===== src/rtl/vga_pkg.sv =====
// vga_pkg: 640x480 timing constants, ERR bit indices, monitor FSM encoding and saturating-count helper
package vga_pkg;
  localparam int VGA_H_PIXELS = 800;
  localparam int VGA_H_SYNC   = 96;
  localparam int VGA_H_DISP   = 640;
  localparam int VGA_H_FP     = 16;
  localparam int VGA_H_BP     = 48;
  localparam int VGA_V_LINES  = 525;
  localparam int VGA_V_DISP   = 480;
  localparam int VGA_V_FP     = 10;
  localparam int VGA_V_SYNC   = 2;
  localparam int VGA_V_BP     = 33;
  localparam int ERR_LINE     = 0;
  localparam int ERR_HSW      = 1;
  localparam int ERR_FRAME    = 2;
  localparam int ERR_AWIDTH   = 3;
  localparam int ERR_AHEIGHT  = 4;
  localparam logic [1:0] ST_SEARCH = 2'd0;
  localparam logic [1:0] ST_ALIGN  = 2'd1;
  localparam logic [1:0] ST_LOCKED = 2'd2;
  function automatic logic [9:0] sat_inc(input logic [9:0] v);
    return &v ? v : v + 10'd1;
  endfunction
endpackage


===== src/rtl/vga_edge_meter.sv =====
// vga_edge_meter: registered sync sample, fall/rise pulses and saturating low-width counter
module vga_edge_meter
  import vga_pkg::*;
(
  input  logic       VGA_CLK,
  input  logic       RESET,
  input  logic       sig,
  output logic       fall,
  output logic       rise,
  output logic [9:0] low_cnt
);
  logic prev;
  assign fall = prev & ~sig;
  assign rise = ~prev & sig;
  // low_cnt equals the completed low width in the cycle rise is asserted
  always_ff @(posedge VGA_CLK or posedge RESET)
    if (RESET) begin
      prev    <= 1'b1;
      low_cnt <= '0;
    end else begin
      prev    <= sig;
      low_cnt <= sig ? '0 : sat_inc(low_cnt);
    end
endmodule


===== src/rtl/vga_timing_monitor.sv =====
// vga_timing_monitor: recovers pixel coordinates, measures line/frame timing, locks and checksums VGA frames
module vga_timing_monitor
  import vga_pkg::*;
#(
  parameter int H_PIXELS    = VGA_H_PIXELS,
  parameter int H_SYNC      = VGA_H_SYNC,
  parameter int H_DISP      = VGA_H_DISP,
  parameter int V_LINES     = VGA_V_LINES,
  parameter int V_DISP      = VGA_V_DISP,
  parameter int LOCK_FRAMES = 2
) (
  input  logic        VGA_CLK,
  input  logic        RESET,
  input  logic        VGA_HS,
  input  logic        VGA_VS,
  input  logic        VGA_BLANK_N,
  input  logic [7:0]  VGA_R,
  input  logic [7:0]  VGA_G,
  input  logic [7:0]  VGA_B,
  input  logic        ERR_CLR,
  output logic [9:0]  PIX_X,
  output logic [9:0]  PIX_Y,
  output logic        PIX_VALID,
  output logic        FRAME_START,
  output logic        LOCKED,
  output logic [9:0]  H_MEAS,
  output logic [9:0]  V_MEAS,
  output logic [31:0] FRAME_SUM,
  output logic [4:0]  ERR
);
  localparam logic [9:0] HP = 10'(H_PIXELS);
  localparam logic [9:0] HW = 10'(H_SYNC);
  localparam logic [9:0] HD = 10'(H_DISP);
  localparam logic [9:0] VL = 10'(V_LINES);
  localparam logic [9:0] VD = 10'(V_DISP);
  localparam logic [2:0] LF = 3'(LOCK_FRAMES);
  logic        hs_fall, hs_rise, vs_fall, unused_vs_rise;
  logic [9:0]  hs_w, unused_vs_w;
  logic [9:0]  h_cnt, v_cnt, a_cnt, l_cnt, h_len, v_len, a_lines, pix;
  logic        vs_pend, fs, a_line, chk, clean;
  logic [31:0] acc, acc_nxt;
  logic [4:0]  err_now;
  logic [1:0]  state, st_n;
  logic [2:0]  good, good_n;
  vga_edge_meter u_hs (
    .VGA_CLK(VGA_CLK), .RESET(RESET), .sig(VGA_HS),
    .fall(hs_fall), .rise(hs_rise), .low_cnt(hs_w)
  );
  vga_edge_meter u_vs (
    .VGA_CLK(VGA_CLK), .RESET(RESET), .sig(VGA_VS),
    .fall(vs_fall), .rise(unused_vs_rise), .low_cnt(unused_vs_w)
  );
  // a VS fall coinciding with an HS fall starts the frame at that HS fall
  assign fs      = hs_fall & (vs_pend | vs_fall);
  assign h_len   = sat_inc(h_cnt);
  assign v_len   = sat_inc(v_cnt);
  assign a_line  = a_cnt != '0;
  assign a_lines = a_line ? sat_inc(l_cnt) : l_cnt;
  assign pix     = {2'b0, VGA_R} + {2'b0, VGA_G} + {2'b0, VGA_B};
  assign acc_nxt = acc + {22'b0, VGA_BLANK_N ? pix : 10'd0};
  assign chk     = state != ST_SEARCH;
  assign err_now = chk ? {fs && a_lines != VD,
                          hs_fall && a_line && a_cnt != HD,
                          fs && v_len != VL,
                          hs_rise && hs_w != HW,
                          hs_fall && h_len != HP} : 5'd0;
  assign clean   = ~|err_now;
  assign good_n  = (state == ST_ALIGN && clean) ? good + {2'b0, fs} : 3'd0;
  assign st_n    = state == ST_SEARCH ? (fs ? ST_ALIGN : ST_SEARCH)
                 : state == ST_ALIGN  ? ((clean && fs && good_n == LF) ? ST_LOCKED : ST_ALIGN)
                 : (clean ? ST_LOCKED : ST_SEARCH);
  always_ff @(posedge VGA_CLK or posedge RESET)
    if (RESET) begin
      h_cnt       <= '0;
      v_cnt       <= '0;
      a_cnt       <= '0;
      l_cnt       <= '0;
      vs_pend     <= 1'b0;
      acc         <= '0;
      state       <= ST_SEARCH;
      good        <= '0;
      PIX_X       <= '0;
      PIX_Y       <= '0;
      PIX_VALID   <= 1'b0;
      FRAME_START <= 1'b0;
      LOCKED      <= 1'b0;
      H_MEAS      <= '0;
      V_MEAS      <= '0;
      FRAME_SUM   <= '0;
      ERR         <= '0;
    end else begin
      h_cnt       <= hs_fall ? '0 : sat_inc(h_cnt);
      a_cnt       <= hs_fall ? '0 : VGA_BLANK_N ? sat_inc(a_cnt) : a_cnt;
      v_cnt       <= fs ? '0 : hs_fall ? v_len : v_cnt;
      l_cnt       <= fs ? '0 : hs_fall ? a_lines : l_cnt;
      vs_pend     <= fs ? 1'b0 : vs_pend | vs_fall;
      acc         <= fs ? '0 : acc_nxt;
      H_MEAS      <= hs_fall ? h_len : H_MEAS;
      V_MEAS      <= fs ? v_len : V_MEAS;
      FRAME_SUM   <= fs ? acc_nxt : FRAME_SUM;
      FRAME_START <= fs;
      ERR         <= (ERR_CLR ? 5'd0 : ERR) | err_now;
      state       <= st_n;
      good        <= good_n;
      LOCKED      <= st_n == ST_LOCKED;
      PIX_VALID   <= VGA_BLANK_N & LOCKED;
      PIX_X       <= (VGA_BLANK_N && LOCKED) ? a_cnt : PIX_X;
      PIX_Y       <= (VGA_BLANK_N && LOCKED) ? l_cnt : PIX_Y;
    end
endmodule


===== config.mk =====
export PLATFORM = sky130hd
export DESIGN_NAME = vga_timing_monitor
export DESIGN_NICKNAME = d
export VERILOG_FILES = /design/src/rtl/vga_pkg.sv /design/src/rtl/vga_edge_meter.sv /design/src/rtl/vga_timing_monitor.sv
export SDC_FILE = /design/constraint.sdc
export NUM_CORES = 1
export LEC_CHECK = 0
export ABC_AREA = 1
export CORE_MARGIN = 10
export CORE_UTILIZATION = 60
export DETAILED_ROUTE_END_ITERATION = 6
export PLACE_DENSITY_LB_ADDON = 0.1
export REMOVE_ABC_BUFFERS = 1
export SLEW_MARGIN = 20
export SYNTH_ARGS = -nofsm -noshare
export SYNTH_HDL_FRONTEND = slang
export SYNTH_HIERARCHICAL = 1
export SYNTH_SLANG_ARGS = --single-unit

===== constraint.sdc =====
create_clock -name VGA_CLK -period 9.8 [get_ports VGA_CLK]
set_input_delay 0.98 -clock VGA_CLK [delete_from_list [all_inputs] [get_ports VGA_CLK]]
set_output_delay 0.98 -clock VGA_CLK [all_outputs]
set_load 0.02 [all_outputs]

# Word level (Yosys, flattened, before mapping)
# Cells that the tools add are included.
# totals
out_inout_bits	80
input_bits	30
word_cells	97
regBits	170
# op_classes
n_eq_ne	10
addsub	9
muxes	25
n_bitwise	10
n_reduce_logical	23
# op_table
cell	n
two-way mux 10 bit	15
adder 10 x 1 -> 10 bit, second input constant	5
AND reduction 10 bit	5
adder 32 x 10 -> 32 bit	1
two-way mux 32 bit	1
!= test 10 bit, second input constant	3
adder 9 x 8 -> 10 bit	1
logical AND 1 bit	10
two-way mux 5 bit	2
!= test 10 x 7 -> 1 bit, second input constant	1
!= test 10 x 9 -> 1 bit, second input constant	1
nonzero test 10 bit	1
adder 8 x 8 -> 9 bit	1
two-way mux 2 bit	4
nonzero test 2 bit	3
bitwise AND 1 bit	5
OR 5 bit	1
OR reduction 5 bit	1
adder 3 x 1 -> 3 bit	1
equality test 3 x 2 -> 1 bit, second input constant	1
two-way mux 3 bit	1
inverter 1 bit	3
equality test 2 x 1 -> 1 bit, second input constant	1
equality test 2 bit, second input constant	1
other kinds (7)	8

# Depth between registers and ports, before layout
# Gate-level depths: netlist (run 1).
# logic_depth
depth_word	16
depth_mapped	29
mapped_depth_nobuf	29

# Cells and area by module
# The synthesis (run 1) kept the hierarchy.
# by_module_without_submodules
mod	cells_each	area_per_inst_um2	n_inst	seq_area_each_um2
vga_timing_monitor	970	8082.8	1	3953.8
vga_edge_meter	78	645.6	2	276.5

# Worst setup path before layout (run 1)
# OpenSTA, ideal clock, no wires.
# synth_path
path_kind	input-to-reg
from	input port VGA_R[1]
to	register acc[31]
slack_ps	5324
arrival_time_ps	4357
path_stages	28
setup_ps	119
t_required_ps	9681
path_buffers	0
path_cell_list	inv_1 > fa_1 > inv_1 > ha_1 > inv_1 > fa_1 > nor2_1 > o21ai_0 > nand2_1 > nand2_1 > inv_1 > nor2_1 > o21ai_0 > and2_1 > o21ai_0 > nor2_1 > ha_1 > nand2_1 > nor2_1 > nand4_1 > o21ai_2 > nand2_2 > nor2_4 > nand2_2 > nor2_2 > nand2_1 > xnor2_1 > and2_1
# synth_between
elab_chain_len	5
# synth_lines
item	line_no	source
from (decl)	vga_timing_monitor.sv:17	input logic [7:0] VGA_R,
adder 8 x 8 -> 9 bit	vga_timing_monitor.sv:59	assign pix = {2'b0, VGA_R} + {2'b0, VGA_G} + {2'b0, VGA_B};
adder 9 x 8 -> 10 bit	vga_timing_monitor.sv:59	
two-way mux 10 bit	vga_timing_monitor.sv:60	assign acc_nxt = acc + {22'b0, VGA_BLANK_N ? pix : 10'd0};
adder 32 x 10 -> 32 bit	vga_timing_monitor.sv:60	
two-way mux 32 bit	vga_timing_monitor.sv:97	acc <= fs ? '0 : acc_nxt;
to (signal assigned)	vga_timing_monitor.sv:97	
to (decl)	vga_timing_monitor.sv:41	logic [31:0] acc, acc_nxt;
# Every way passes these cells.
# A chain may end at the register's enable or synchronous reset.

# Worst setup path in the final report (run 1)
# layout_path
from	input port VGA_R[1]
to	register FRAME_SUM[29]
# layout_between
elab_chain_len	4
# layout_lines
item	line_no	source
adder 8 x 8 -> 9 bit	vga_timing_monitor.sv:59	
adder 9 x 8 -> 10 bit	vga_timing_monitor.sv:59	
two-way mux 10 bit	vga_timing_monitor.sv:60	
adder 32 x 10 -> 32 bit	vga_timing_monitor.sv:60	
to (signal assigned)	vga_timing_monitor.sv:100	FRAME_SUM <= fs ? acc_nxt : FRAME_SUM;
to (decl)	vga_timing_monitor.sv:28	output logic [31:0] FRAME_SUM,
# Every way passes these cells.

==> out/results.txt, run 1 <==
Critical path's largest stage delay: 0.47 ns
Relative slew slack: 51.3%
DRC errors left: 0
Ratio of cells with drive above 1 in the final layout: 7.86%
Detailed-router iteration count before antenna repair: 5
Number of violations of the max-capacitance limit: 0
Global placement routability congestion: 0.847
Via count of the first global-routing pass: 6977
Required time of the critical path: 10.09 ns
Most common library cell in the layout ignoring fill and taps: nand2_1
IR Drop Worst-Case VDD: 202 uV
Cell with the most instances on the worst path: nor2_1
Minimum clock period after layout: 4.87 ns
Total count of max-transition violations in the final report: 0
Root buffer cell: clkbuf_16
CTS tree: done
Leading cell types in the layout, fill and taps excluded: 247 x nand2_1, 168 x dfrtp_1, 129 x inv_1
Area occupied by multi-input gates: 3880 sq um
Post-Place Cells: 1323
Leak Pwr: 0.00510 uW
Starting density of the core: 60.8%
Total half-perimeter wirelength after legalization and detailed placement: 13.3 mm
Pin count of the biggest net entering global routing: 83
Setup crit start kind: input port
Status: finished clean
Final setup violation count: 0
Sequential fraction of design power: 40.6%
Initial antenna violation count: 0
Slew at the pin closest to its max-slew limit: 0.729 ns
Clock sink count: 170
Clock power share: 33.5%
Total track usage: 20.2%
Yosys synthesis warning count: 6
Fill cell total of the finished layout: 1118
Area grow syn2layout: 21.3%
Global-route wire length before repair: 33.3 mm
Setup crit start: VGA_R[1]
Worst-path cell with the longest stage delay: fa_1
Internal Pwr Total: 1420 uW
Total number of placement rows: 44
Resized Gates After CTS: 0
Netlist Area Pre-Place: 8770 sq um
Final std cells w/o fill: 1355
Total length of routed wires: 19.4 mm
Total overflow reported by the global router: 0
Sequential cell area in the final layout: 4260 sq um
Type of the most critical hold path: reg -> reg
Post-CTS repair timing setup buffer count: 0
Comb pwr share: 25.9%
# hold bufs at CTS: 0
Critical path arrival: 5.16 ns
Reg2reg setup slack: 7.14 ns
Switching fraction of total power: 32.0%
Final period utilization: 49.7%
Capture point of the critical path: FRAME_SUM[29]
DR vias: 7067
Number of nets in the layout: 1223
Launching point of the worst reg2reg path: u_hs/prev
Cell family contributing the most delay on the critical path: simple AND/OR/NAND/NOR gates
Sum of buffers and inverters on the critical path: 5
Worst Skew: 0.0110 ns
Number of endpoints with negative hold slack in the final report: 0
Number of buffers on the longest clock path: 2
Critical path capture point type: register
Port Buffer Count: 109
Worst-case reg-to-reg path depth: 12
Synthesized area per cell: 8.33 sq um
Number of H-tree levels: 4
X dimension of the die: 141 um
Die Outline Area: 19800 sq um
Maximum net fanout on the critical path: 5
Post-detailed-route via-to-cell ratio: 5.22
Final sum of negative setup slack: 0 ns
Post-route ant nets: 0
Worst-Skew Late Latency: 0.44 ns
Initial DRC count: 466
Die Height: 141 um
Reg-to-Reg End: state[0]
Sw power: 669 uW
Setup repair after global routing missed its margin: false
Std-Cell Core Area: 14400 sq um
Routed length per placed instance: 14.3 um
FMAX: 206 MHz
Reg clk slew, reported paths: 0.07 ns
Crit. path cell count: 28
Category of the critical setup timing path: in -> reg
Ports: 110
Antenna fix cells: 0
Cells after synthesis: 1052
Power per cell area: 196 nW/um^2
CTS buffer count: 17
cell type report:
type | instances | area share (%)
sequential | 170 | 40.0
multi-input combinational | 716 | 36.5
timing repair buffer | 113 | 10.6
inverter | 140 | 4.99
clock buffer | 18 | 4.13
tap | 184 | 2.16
clock inverter | 14 | 1.60
worst register-to-register path, cell delays in order, from the launching register on:
cell and delay [ns]:
dfstp_2 0.53, inv_1 0.04, nor2_2 0.06, buf_4 0.40, inv_2 0.35, nor2_2 0.26
ha_1 0.19, ha_1 0.17, xnor2_1 0.15, and3_1 0.20, nand3_2 0.09, nand2_1 0.06
nand2_1 0.05
stage by stage:
step | setup WS, ns | area [sq um] | utilization (%) | hold WS [ns] | power [uW]
after floorplan | 4.53 | 8660 | - | 0.461 | 1210
after global placement | 4.57 | 10000 | 69.5 | 0.464 | 1380
after detailed placement | 4.47 | 10000 | 69.5 | 0.464 | 1400
after CTS | 4.92 | 10600 | 73.7 | 0.489 | 2100
after global routing | 4.50 | 10600 | 73.7 | 0.511 | 2210
final | 4.93 | 10600 | 73.7 | 0.482 | 2090
metal layers:
metal,track usage [%],wire [um]
met4,4.78,195
met1,25.7,8590
met2,32.6,9360
met5,0,0
met3,6.65,1210
sequential cells by signal (all words and copies together) (netlist names), 2 cells and up:
| signal | count |
|---|---|
| a_cnt | 10 |
| FRAME_SUM | 32 |
| ERR | 5 |
| PIX_X | 10 |
| V_MEAS | 10 |
| H_MEAS | 10 |
| l_cnt | 10 |
| PIX_Y | 10 |
| acc | 32 |
| u_hs/low_cnt | 10 |
| good | 3 |
| v_cnt | 10 |
| h_cnt | 10 |
| state | 2 |
power by group through the flow:
stage	registers (uW)	clock network, uW	logic, uW
CTS	846	708	546
detailed placement	857	0	541
floorplan	901	0	304
global route	857	737	614
finish	847	700	540
global placement	854	0	529
how the worst min path moves through the flow:
stage | end | from | cells after the start
after CTS | PIX_Y[4] | PIX_Y[4] | 2
after global routing | V_MEAS[1] | V_MEAS[1] | 2
after detailed placement | FRAME_SUM[31] | FRAME_SUM[31] | 2
after floorplan | a_cnt[7] | a_cnt[7] | 1
final | FRAME_SUM[20] | FRAME_SUM[20] | 2
after global placement | FRAME_SUM[11] | FRAME_SUM[11] | 2
Power figures use the tool's default switching activity.
==> inputs of run 2 (changes only) <==
--- a/config.mk
+++ b/config.mk
@@ -7,7 +7,7 @@
 export LEC_CHECK = 0
 export ABC_AREA = 1
 export CORE_MARGIN = 10
-export CORE_UTILIZATION = 60
+export CORE_UTILIZATION = 57
 export DETAILED_ROUTE_END_ITERATION = 6
 export PLACE_DENSITY_LB_ADDON = 0.1
 export REMOVE_ABC_BUFFERS = 1
==> constraint.sdc (replaced) <==
create_clock -name VGA_CLK -period 4.6 [get_ports VGA_CLK]
set_input_delay 0.46 -clock VGA_CLK [delete_from_list [all_inputs] [get_ports VGA_CLK]]
set_output_delay 0.46 -clock VGA_CLK [all_outputs]
set_load 0.02 [all_outputs]
==> run 2 against run 1 <==
Effect of this change: the flow now finishes with violations (design-rule violations); non-clock buffer count is 6 higher; critical endpoint unchanged; highest routed layer unchanged; cell count is 0.74% higher; first-iteration DRC count is 7.7% lower; register-to-register slack worse by 5.0 ns; routed wire length is 1.8% higher; power is 110% higher; critical path type unchanged; worst setup slack worse by 4.5 ns; clock power is 110% higher.
==> out/results.txt, run 2 (synthesized netlist as in run 1, its figures left out) <==
Status: finished with violations
Failing checks: design-rule violations
CTS tree: done
Required time of the critical path: 4.88 ns (-5.21 ns)
Global-route wire length before repair: 34.0 mm (+2.2%)
Worst hold slack: 0.482 ns (-0.000948 ns)
Starting density of the core: 57.9% (-2.9 points)
Die Height: 144 um (+2.2%)
Post-Place Cells: 1333 (+0.76%)
Antenna fix cells: 0 (unchanged)
Overall Power: 4470 uW (+110%)
Number of violations of the max-capacitance limit: 0 (unchanged)
Critical path capture point type: register
Total count of max-transition violations in the final report: 0 (unchanged)
DR vias: 7108 (+0.58%)
CTS buffer count: 17 (unchanged)
Sequential cell area in the final layout: 4260 sq um (unchanged)
Final std cells w/o fill: 1365 (+0.74%)
Setup crit start kind: input port
Relative slew slack: 43.1% (-8.2 points)
Total length of routed wires: 19.7 mm (+1.8%)
Setup repair after global routing missed its margin: false
Worst Skew: 0.0101 ns (-0.000942 ns)
Critical path arrival: 4.49 ns (-0.67 ns)
Power per cell area: 417 nW/um^2 (+110%)
Type of the most critical hold path: reg -> reg
Initial DRC count: 430 (-7.7%)
Die Outline Area: 20700 sq um (+4.5%)
Worst-path cell with the longest stage delay: fa_1
Resized Gates After CTS: 0 (unchanged)
Global placement routability congestion: 0.867 (+2.4%)
Category of the critical setup timing path: in -> reg
# hold bufs at CTS: 0 (unchanged)
Number of H-tree levels: 4 (unchanged)
Critical path's largest stage delay: 0.53 ns (+0.06 ns)
Fill cell total of the finished layout: 1221 (+9.2%)
Total overflow reported by the global router: 0 (unchanged)
Post-route ant nets: 0 (unchanged)
Cell family contributing the most delay on the critical path: simple AND/OR/NAND/NOR gates
Leading cell types in the layout, fill and taps excluded: 247 x nand2_1, 168 x dfrtp_1, 129 x inv_1
Clock sink count: 170 (unchanged)
Total half-perimeter wirelength after legalization and detailed placement: 13.9 mm (+4.5%)
Biggest regs: FRAME_SUM x32, acc x32
Worst-Skew Late Latency: 0.42 ns (-0.02 ns)
Pin count of the biggest net entering global routing: 97 (+17%)
Ratio of cells with drive above 1 in the final layout: 8.41% (+0.55 points)
Hold path cells: 2 (unchanged)
Worst-case reg-to-reg path depth: 15 (+3)
Number of endpoints with negative hold slack in the final report: 0 (unchanged)
Ports: 110 (unchanged)
Total number of placement rows: 45 (+2.3%)
Root buffer cell: clkbuf_16
Number of nets in the layout: 1229 (+0.49%)
Slew at the pin closest to its max-slew limit: 0.854 ns (+0.125 ns)
IR Drop Worst-Case VDD: 409 uV (+100%)
Routed length per placed instance: 14.4 um (+1.1%)
DRC errors left: 3 (+3)
Hold path startpoint: FRAME_SUM[28]
Number of buffers on the longest clock path: 2 (unchanged)
Area grow syn2layout: 22.2%
Maximum net fanout on the critical path: 3 (-2)
Post-detailed-route via-to-cell ratio: 5.21 (-0.16%)
Detailed-router iteration count before antenna repair: 7 (+2)
Port Buffer Count: 109 (unchanged)
Sum of buffers and inverters on the critical path: 5 (unchanged)
Leak Pwr: 0.00514 uW (+0.91%)
Minimum clock period after layout: 4.21 ns
Reg2reg setup slack: 2.15 ns (-4.99 ns)
X dimension of the die: 144 um (+2.2%)
Via count of the first global-routing pass: 7070 (+1.3%)
Hold endpoint: FRAME_SUM[28]
Initial antenna violation count: 0 (unchanged)
Final setup violation count: 0 (unchanged)
FMAX: 238 MHz
Most common library cell in the layout ignoring fill and taps: nand2_1
Reg clk slew, reported paths: 0.06 ns (about the same)
Launching point of the worst reg2reg path: acc[0]
Total track usage: 20.0% (-0.11 points)
Post-CTS repair timing setup buffer count: 0 (unchanged)
Reg-to-Reg End: FRAME_SUM[30]
Area occupied by multi-input gates: 3890 sq um (+0.19%)
Final period utilization: 91.5%
Std-Cell Core Area: 15100 sq um (+5.0%)
[run 2: layout make-up]
type | instances | area share, %
well taps | 188 | 2.20
multi-input cells | 716 | 36.3
repair buffers | 119 | 11.0
inverters | 140 | 4.95
clock buffers | 22 | 4.52
flip-flops and latches | 170 | 39.7
clock inverters | 10 | 1.30
[run 2: worst max path at each step]
stage / startpoint / to / slack [ns] / cells past startpoint
global route: VGA_R[1] / FRAME_SUM[31] / 0.001 / 30
finish: VGA_R[1] / FRAME_SUM[29] / 0.39 / 28
CTS: VGA_R[1] / FRAME_SUM[29] / 0.35 / 28
floorplan: u_hs/prev / acc[31] / -0.24 / 6
detailed placement: VGA_R[1] / FRAME_SUM[29] / -0.08 / 28
global placement: VGA_R[1] / FRAME_SUM[29] / 0.03 / 28
[run 2: report_power, final]
part | internal (uW) | total [uW] | switching (uW)
combinational | 486 | 1180 | 697
clock | 914 | 1490 | 575
sequential | 1680 | 1800 | 117
total | 3080 | 4470 | 1390
[run 2: routing by layer]
| metal | share of wire (%) | global-route usage (%) | vias to the layer above | routed length [um] |
|---|---|---|---|---|
| met3 | 5.8 | 5.48 | 17 | 1140 |
| met4 | 1.0 | 4.14 | 0 | 197 |
| met1 | 45 | 25.6 | 3339 | 8830 |
| met2 | 48 | 33.4 | 156 | 9550 |
| met5 | 0 | 0 | - | 0 |
| li1 | - | - | 3596 | - |
[run 2: worst min-delay path: stages (launching register included)]
cell and delay [ns]:
dfrtp_1 0.34, nand2_1 0.05, o21ai_0 0.05
[run 2: through the flow]
| step | cell area [sq um] | worst slack [ns] | TNS [ns] | util, % |
|---|---|---|---|---|
| after CTS | 10700 | 0.347 | 0 | 70.7 |
| after detailed placement | 10100 | -0.0784 | -0.123 | 66.6 |
| final | 10700 | 0.391 | 0 | 70.7 |
| after global placement | 10100 | 0.0304 | 0 | 66.6 |
| after floorplan | 8660 | -0.238 | -25.95 | - |
| after global routing | 10700 | 0.00131 | 0 | 70.7 |
